[config.mk]
export PLATFORM = sky130hd
export DESIGN_NAME = cm_sync_sink
export DESIGN_NICKNAME = d
export VERILOG_FILES = /design/src/rtl/cm_sync_sink.sv
export SDC_FILE = /design/constraint.sdc
export NUM_CORES = 1
export LEC_CHECK = 0
export CAP_MARGIN = 30
export CORE_ASPECT_RATIO = 0.6
export CORE_MARGIN = 4
export CORE_UTILIZATION = 58
export CTS_BUF_LIST = sky130_fd_sc_hd__clkbuf_16
export CTS_CLUSTER_SIZE = 24
export DETAILED_ROUTE_END_ITERATION = 16
export MAX_ROUTING_LAYER = met4
export PLACE_DENSITY = 0.84
export SLEW_MARGIN = 5
export SYNTH_ARGS = -nofsm -noshare
export SYNTH_HDL_FRONTEND = slang
export SYNTH_SLANG_ARGS = --single-unit
export TNS_END_PERCENT = 10
[constraint.sdc]
create_clock -name CLK -period 4.65 [get_ports CLK]
set_clock_uncertainty 0.15 [all_clocks]
set_input_delay 0.6975 -clock CLK [delete_from_list [all_inputs] [get_ports CLK]]
set_output_delay 0.6975 -clock CLK [all_outputs]
set_load 0.01 [all_outputs]
[src/rtl/cm_sync_sink.sv]
// Clocked sink for a 2-phase bundled-data channel: synchronises the request,
// stores payload plus source tag in a small FIFO and returns a toggle acknowledge.
module cm_sync_sink #(
    parameter int DATA_W = 16,
    parameter int DEPTH  = 4
) (
    input  logic                     CLK,
    input  logic                     MR_n,
    input  logic                     Send_in,
    input  logic [DATA_W-1:0]        Data_in,
    input  logic                     Src_in,
    output logic                     Ack_out,
    output logic                     out_valid,
    input  logic                     out_ready,
    output logic [DATA_W-1:0]        out_data,
    output logic                     out_src,
    output logic [$clog2(DEPTH):0]   occupancy
);

    localparam int PTR_W = $clog2(DEPTH);
    localparam int OCC_W = PTR_W + 1;
    localparam logic [OCC_W-1:0] FULL_LVL = OCC_W'(DEPTH);

    logic              s1_r;
    logic              s2_r;
    logic              phase_r;
    logic              ack_r;
    logic              valid_r;
    logic [PTR_W-1:0]  wr_ptr_r;
    logic [PTR_W-1:0]  rd_ptr_r;
    logic [OCC_W-1:0]  occ_r;
    logic [DATA_W-1:0] data_mem_r [DEPTH];
    logic              src_mem_r  [DEPTH];

    logic              pending_s;
    logic              push_s;
    logic              pop_s;
    logic [OCC_W-1:0]  occ_next_s;

    // Push/pop decisions; a full FIFO refuses a push even when a pop is in flight.
    always_comb begin
        pending_s  = (s2_r != phase_r);
        push_s     = pending_s && (occ_r != FULL_LVL);
        pop_s      = valid_r && out_ready;
        occ_next_s = occ_r;
        if (push_s && !pop_s) begin
            occ_next_s = occ_r + OCC_W'(1'b1);
        end else if (pop_s && !push_s) begin
            occ_next_s = occ_r - OCC_W'(1'b1);
        end else begin
            occ_next_s = occ_r;
        end
    end

    // Synchroniser, handshake phase, pointers and occupancy.
    always_ff @(posedge CLK) begin
        if (!MR_n) begin
            s1_r     <= 1'b0;
            s2_r     <= 1'b0;
            phase_r  <= 1'b0;
            ack_r    <= 1'b0;
            valid_r  <= 1'b0;
            wr_ptr_r <= '0;
            rd_ptr_r <= '0;
            occ_r    <= '0;
        end else begin
            s1_r    <= Send_in;
            s2_r    <= s1_r;
            occ_r   <= occ_next_s;
            valid_r <= (occ_next_s != '0);
            if (push_s) begin
                phase_r  <= s2_r;
                ack_r    <= ~ack_r;
                wr_ptr_r <= wr_ptr_r + PTR_W'(1'b1);
            end
            if (pop_s) begin
                rd_ptr_r <= rd_ptr_r + PTR_W'(1'b1);
            end
        end
    end

    // Storage array; contents are don't-care after reset so it carries none.
    always_ff @(posedge CLK) begin
        if (push_s) begin
            data_mem_r[wr_ptr_r] <= Data_in;
            src_mem_r[wr_ptr_r]  <= Src_in;
        end
    end

    assign Ack_out   = ack_r;
    assign out_valid = valid_r;
    assign occupancy = occ_r;
    assign out_data  = data_mem_r[rd_ptr_r];
    assign out_src   = src_mem_r[rd_ptr_r];

endmodule

After elaboration in Yosys (flattened, before gate mapping)
Memories as Yosys holds them, arrays and structs flattened. A register that Yosys moved wholly into a read port is not among the register bits.
Index checks and enable logic that the tools add are counted.
{ "totals": {"ff_bits": 12, "mem_bits_rw": 68, "inputBits": 21, "output_inout_bits": 22, "elab_cells": 32, "mem_count": 2} }
{ "memory_table": {"columns": ["memory", "words", "width", "read_ports", "rd_clocked_by_memory_dff", "wr", "line", "rtl"], "rows": [
  ["data_mem_r", 4, 16, 1, 1, 1, "32", "logic [DATA_W-1:0] data_mem_r [DEPTH];"],
  ["src_mem_r", 4, 1, 1, 1, 1, "33", "logic src_mem_r [DEPTH];"]
]} }
{ "classes": {"add_sub_neg": 4, "n_eq_ne": 2, "n_mux": 8, "bitwise_logic": 1, "n_reduce_logical": 7} }
{ "op_table": {"columns": ["op", "n"], "rows": [
  ["$mux 2", 4],
  ["$mux 3", 2],
  ["$add 2x1->2 const B", 2],
  ["$logic_and 1x1->1", 4],
  ["$add 3x1->3 const B", 1],
  ["$ne 3x3->1 const B", 1],
  ["$reduce_bool 3->1", 1],
  ["$sub 3x1->3 const B", 1],
  ["$logic_not 1->1", 2],
  ["$mux 1", 2],
  ["$ne 1x1->1", 1],
  ["$not 1->1", 1]
]} }

Depth between registers and ports, before layout
{ "depth": {"ltp_word": 7, "mapped_depth": 7} }

Worst setup path before layout
Ideal clock, no wire load.
{ "synth_timing": {"path_kind": "flip-flop to output port", "start": "reg (tool-made name)", "end": "out out_data[0]", "arrival_time_ps": 1334, "path_slack_ps": 2468, "stages_incl_launch_ff": 4, "n_path_buf": 2, "path_cell_list": "dfxtp_1 > buf_4 > buf_2 > mux4_2"} }
{ "synth_lines": {"columns": ["element", "line", "rtl"], "rows": [
  ["end: declaration", "15", "output logic [DATA_W-1:0] out_data,"]
]} }

==> results_dict.tcl <==
set metrics [dict create \
    status "finished, final reports clean" \
    min_period_over_period_pct 67.9 \
    cts_tree "yes" \
    ios 43 \
    place_congestion 0.791 \
    drtAntennaViolNets 0 \
    dpl.hpwl_um 3850 \
    hold_class "reg -> reg" \
    rows 20 \
    grt_pass1_vias 1778 \
    hold_violations 0 \
    synth_cell_type_count 32 \
    area_growth_pct 25.4 \
    cts-htree-levels 3 \
    drtIter0Drc 130 \
    drv_slew 0 \
    endpoint_kind "output pin" \
    avgSynthCellArea_um2 19.0 \
    cts-root-buf "clkbuf_16" \
    synth_cells 167 \
    cts.clk_slew.worst_paths_ps 60 \
    grt_pass1_wl_um 9450 \
    fillCellCount 272 \
    vias 1648 \
    start_util_pct 61.4 \
    drt_first_pass_iters 4 \
    final_area_um2 3990 \
    worstMarginPinSlew_ps 858 \
    multiInputGateArea_um2 797 \
    grt_max_degree 18 \
    antenna_cells 0 \
    seq_area_frac_synth_pct 73.0 \
    die_area_um2 6770 \
    cts_sinks 82 \
    cts_hold_buf 0 \
    final.setup.tns_ps 0 \
    routed_wl_um 5900 \
    setup_viol 0 \
    coreArea_um2 5180 \
    timing.hold.ws_ps 297 \
    maxSlewHeadroom_pct 42.8 \
    fp.dieH_um 65.4 \
    synth-seq-cells 82 \
    avgRoutedWirePerCell_um 20.6 \
    fmax_mhz 317 \
    p_per_area_nw_per_um2 505 \
    peakVddDrop_uv 388 \
    synth_flop_cell "edfxtp_1" \
    power.leakage_nw 1.35 \
    finalCriticalPeriod_ps 3160 \
    viasPerCell 5.76 \
    overflow 0 \
    ys_async_sr_fraction_pct 0 \
    criticalPathCategory "reg -> out" \
    clk_path_buf_depth 2 \
    rsz0062_at_grt "false" \
    drive_gt1_share_pct 19.5 \
    cts_buffers 9 \
    die_w_um 104 \
    synth_enable_flop_cells 68 \
    post_dp_cell_area_um2 3670 \
    grt_usage_pct 19.8 \
    clkLatencyLatePin_ps 320 \
    route.detailed.drc 0 \
    synth_area_um2 3180 \
    register_area_um2 2320 \
    arrival_ps 2310 \
    required_ps 3800 \
    cts-resized-gates 0 \
    syn_nets 195 \
    io_buffers 42 \
    path_max_fanout 9 \
    nets 243 \
    worstSetupStartpointType "flop" \
    cap_violations 0 \
    grt_antenna_before_repair 0 \
    ys_warn_count 0 \
    postCtsSetupBuffers 0 \
    final_util_pct 77.0 \
]
==> power breakdown <==
group | internal [mW] | switching (mW) | leakage [nW]
Sequential | 0.841 | 0.0512 | 0.730
Clock | 0.468 | 0.263 | 0.153
Combinational | 0.222 | 0.168 | 0.462
==> registers in the layout, summed over array words and instances, names as in the netlist, named ones only <==
signal,cells
data_mem_r,64
src_mem_r,4
occupancy,3
rd_ptr_r,2
wr_ptr_r,2
Ack_out,1
out_valid,1
phase_r,1
s1_r,1
s2_r,1
==> per-layer routing <==
metal | global-route usage [%] | wire (µm)
met4 | 5.97 | 34
met1 | 24.0 | 2410
met5 | - | 0
met3 | 6.67 | 443
met2 | 32.5 | 3020
==> logic make-up after synthesis <==
family / after synthesis / share of synthesized area (%)
simple gates: 29 / 5.08
compound gates: 12 / 3.07
fa+ha+maj: 7 / 2.75
buf+inv: 14 / 1.89
mux: 17 / 12.0
xor+xnor: 6 / 2.13
flops: 82 / 73.0
==> metrics by stage <==
stage               instances  power, mW  worst slack [ps]
CTS                       286       2.03              1420
floorplan                 167       1.11              2470
global route              286       2.10              1320
global placement          269       1.27              1550
detailed placement        270       1.29              1800
finish                    286       2.01              1490
==> worst max-delay path, cell delays in order (launching register included) <==
cell	delay, ps
dfxtp_1	700
buf_8	240
mux4_2	520
clkdlybuf4s50_1	520
==> path summary, 6_finish.rpt <==
path	depth (start not counted)	startpoint	to	slack [ps]
min	1	s1_r	s2_r	300
min reg2reg	1	s1_r	s2_r	300
max reg2reg	4	occupancy[0]	data_mem_r[3][0]	2660
max	3	flop	out_data[13]	1490
==> cell type report <==
type	count	area share (%)
inverters	8	0.753
multi-input cells	71	20.0
clock inverters	7	2.35
clock buffers	9	5.65
well taps	66	2.07
repair buffers	43	10.9
flip-flops and latches	82	58.3
==> cells in the mapped netlist, types with 2 or more instances <==
cell / n / area [µm²]
edfxtp_1: 68 / 2040
mux4_2: 17 / 383
dfxtp_1: 14 / 280
inv_1: 8 / 30.0
ha_1: 7 / 87.6
nor2_1: 7 / 26.3
nand2_1: 5 / 18.8
and2_1: 4 / 25.0
and3_2: 4 / 30.0
a21oi_1: 3 / 15.0
xnor2_1: 3 / 26.3
a21bo_2: 2 / 20.0
buf_2: 2 / 10.0
clkbuf_1: 2 / 7.51
nand3_1: 2 / 10.0
nor3_1: 2 / 10.0
nor4_1: 2 / 12.5
==> layout by cell type, fill, tap and decap left out, types with 3 or more instances in the layout <==
master / synthesis / routed
nor2_1: 7 / 7
mux4_2: 17 / 17
clkdlybuf4s50_1: 0 / 42
clkbuf_16: 0 / 9
edfxtp_1: 68 / 68
and2_1: 4 / 4
inv_1: 8 / 8
a21oi_1: 3 / 3
nand2_1: 5 / 5
dfxtp_1: 14 / 14
xnor2_1: 3 / 3
ha_1: 7 / 7
and3_2: 4 / 4
Note: power is estimated with default switching activity, not from simulation.
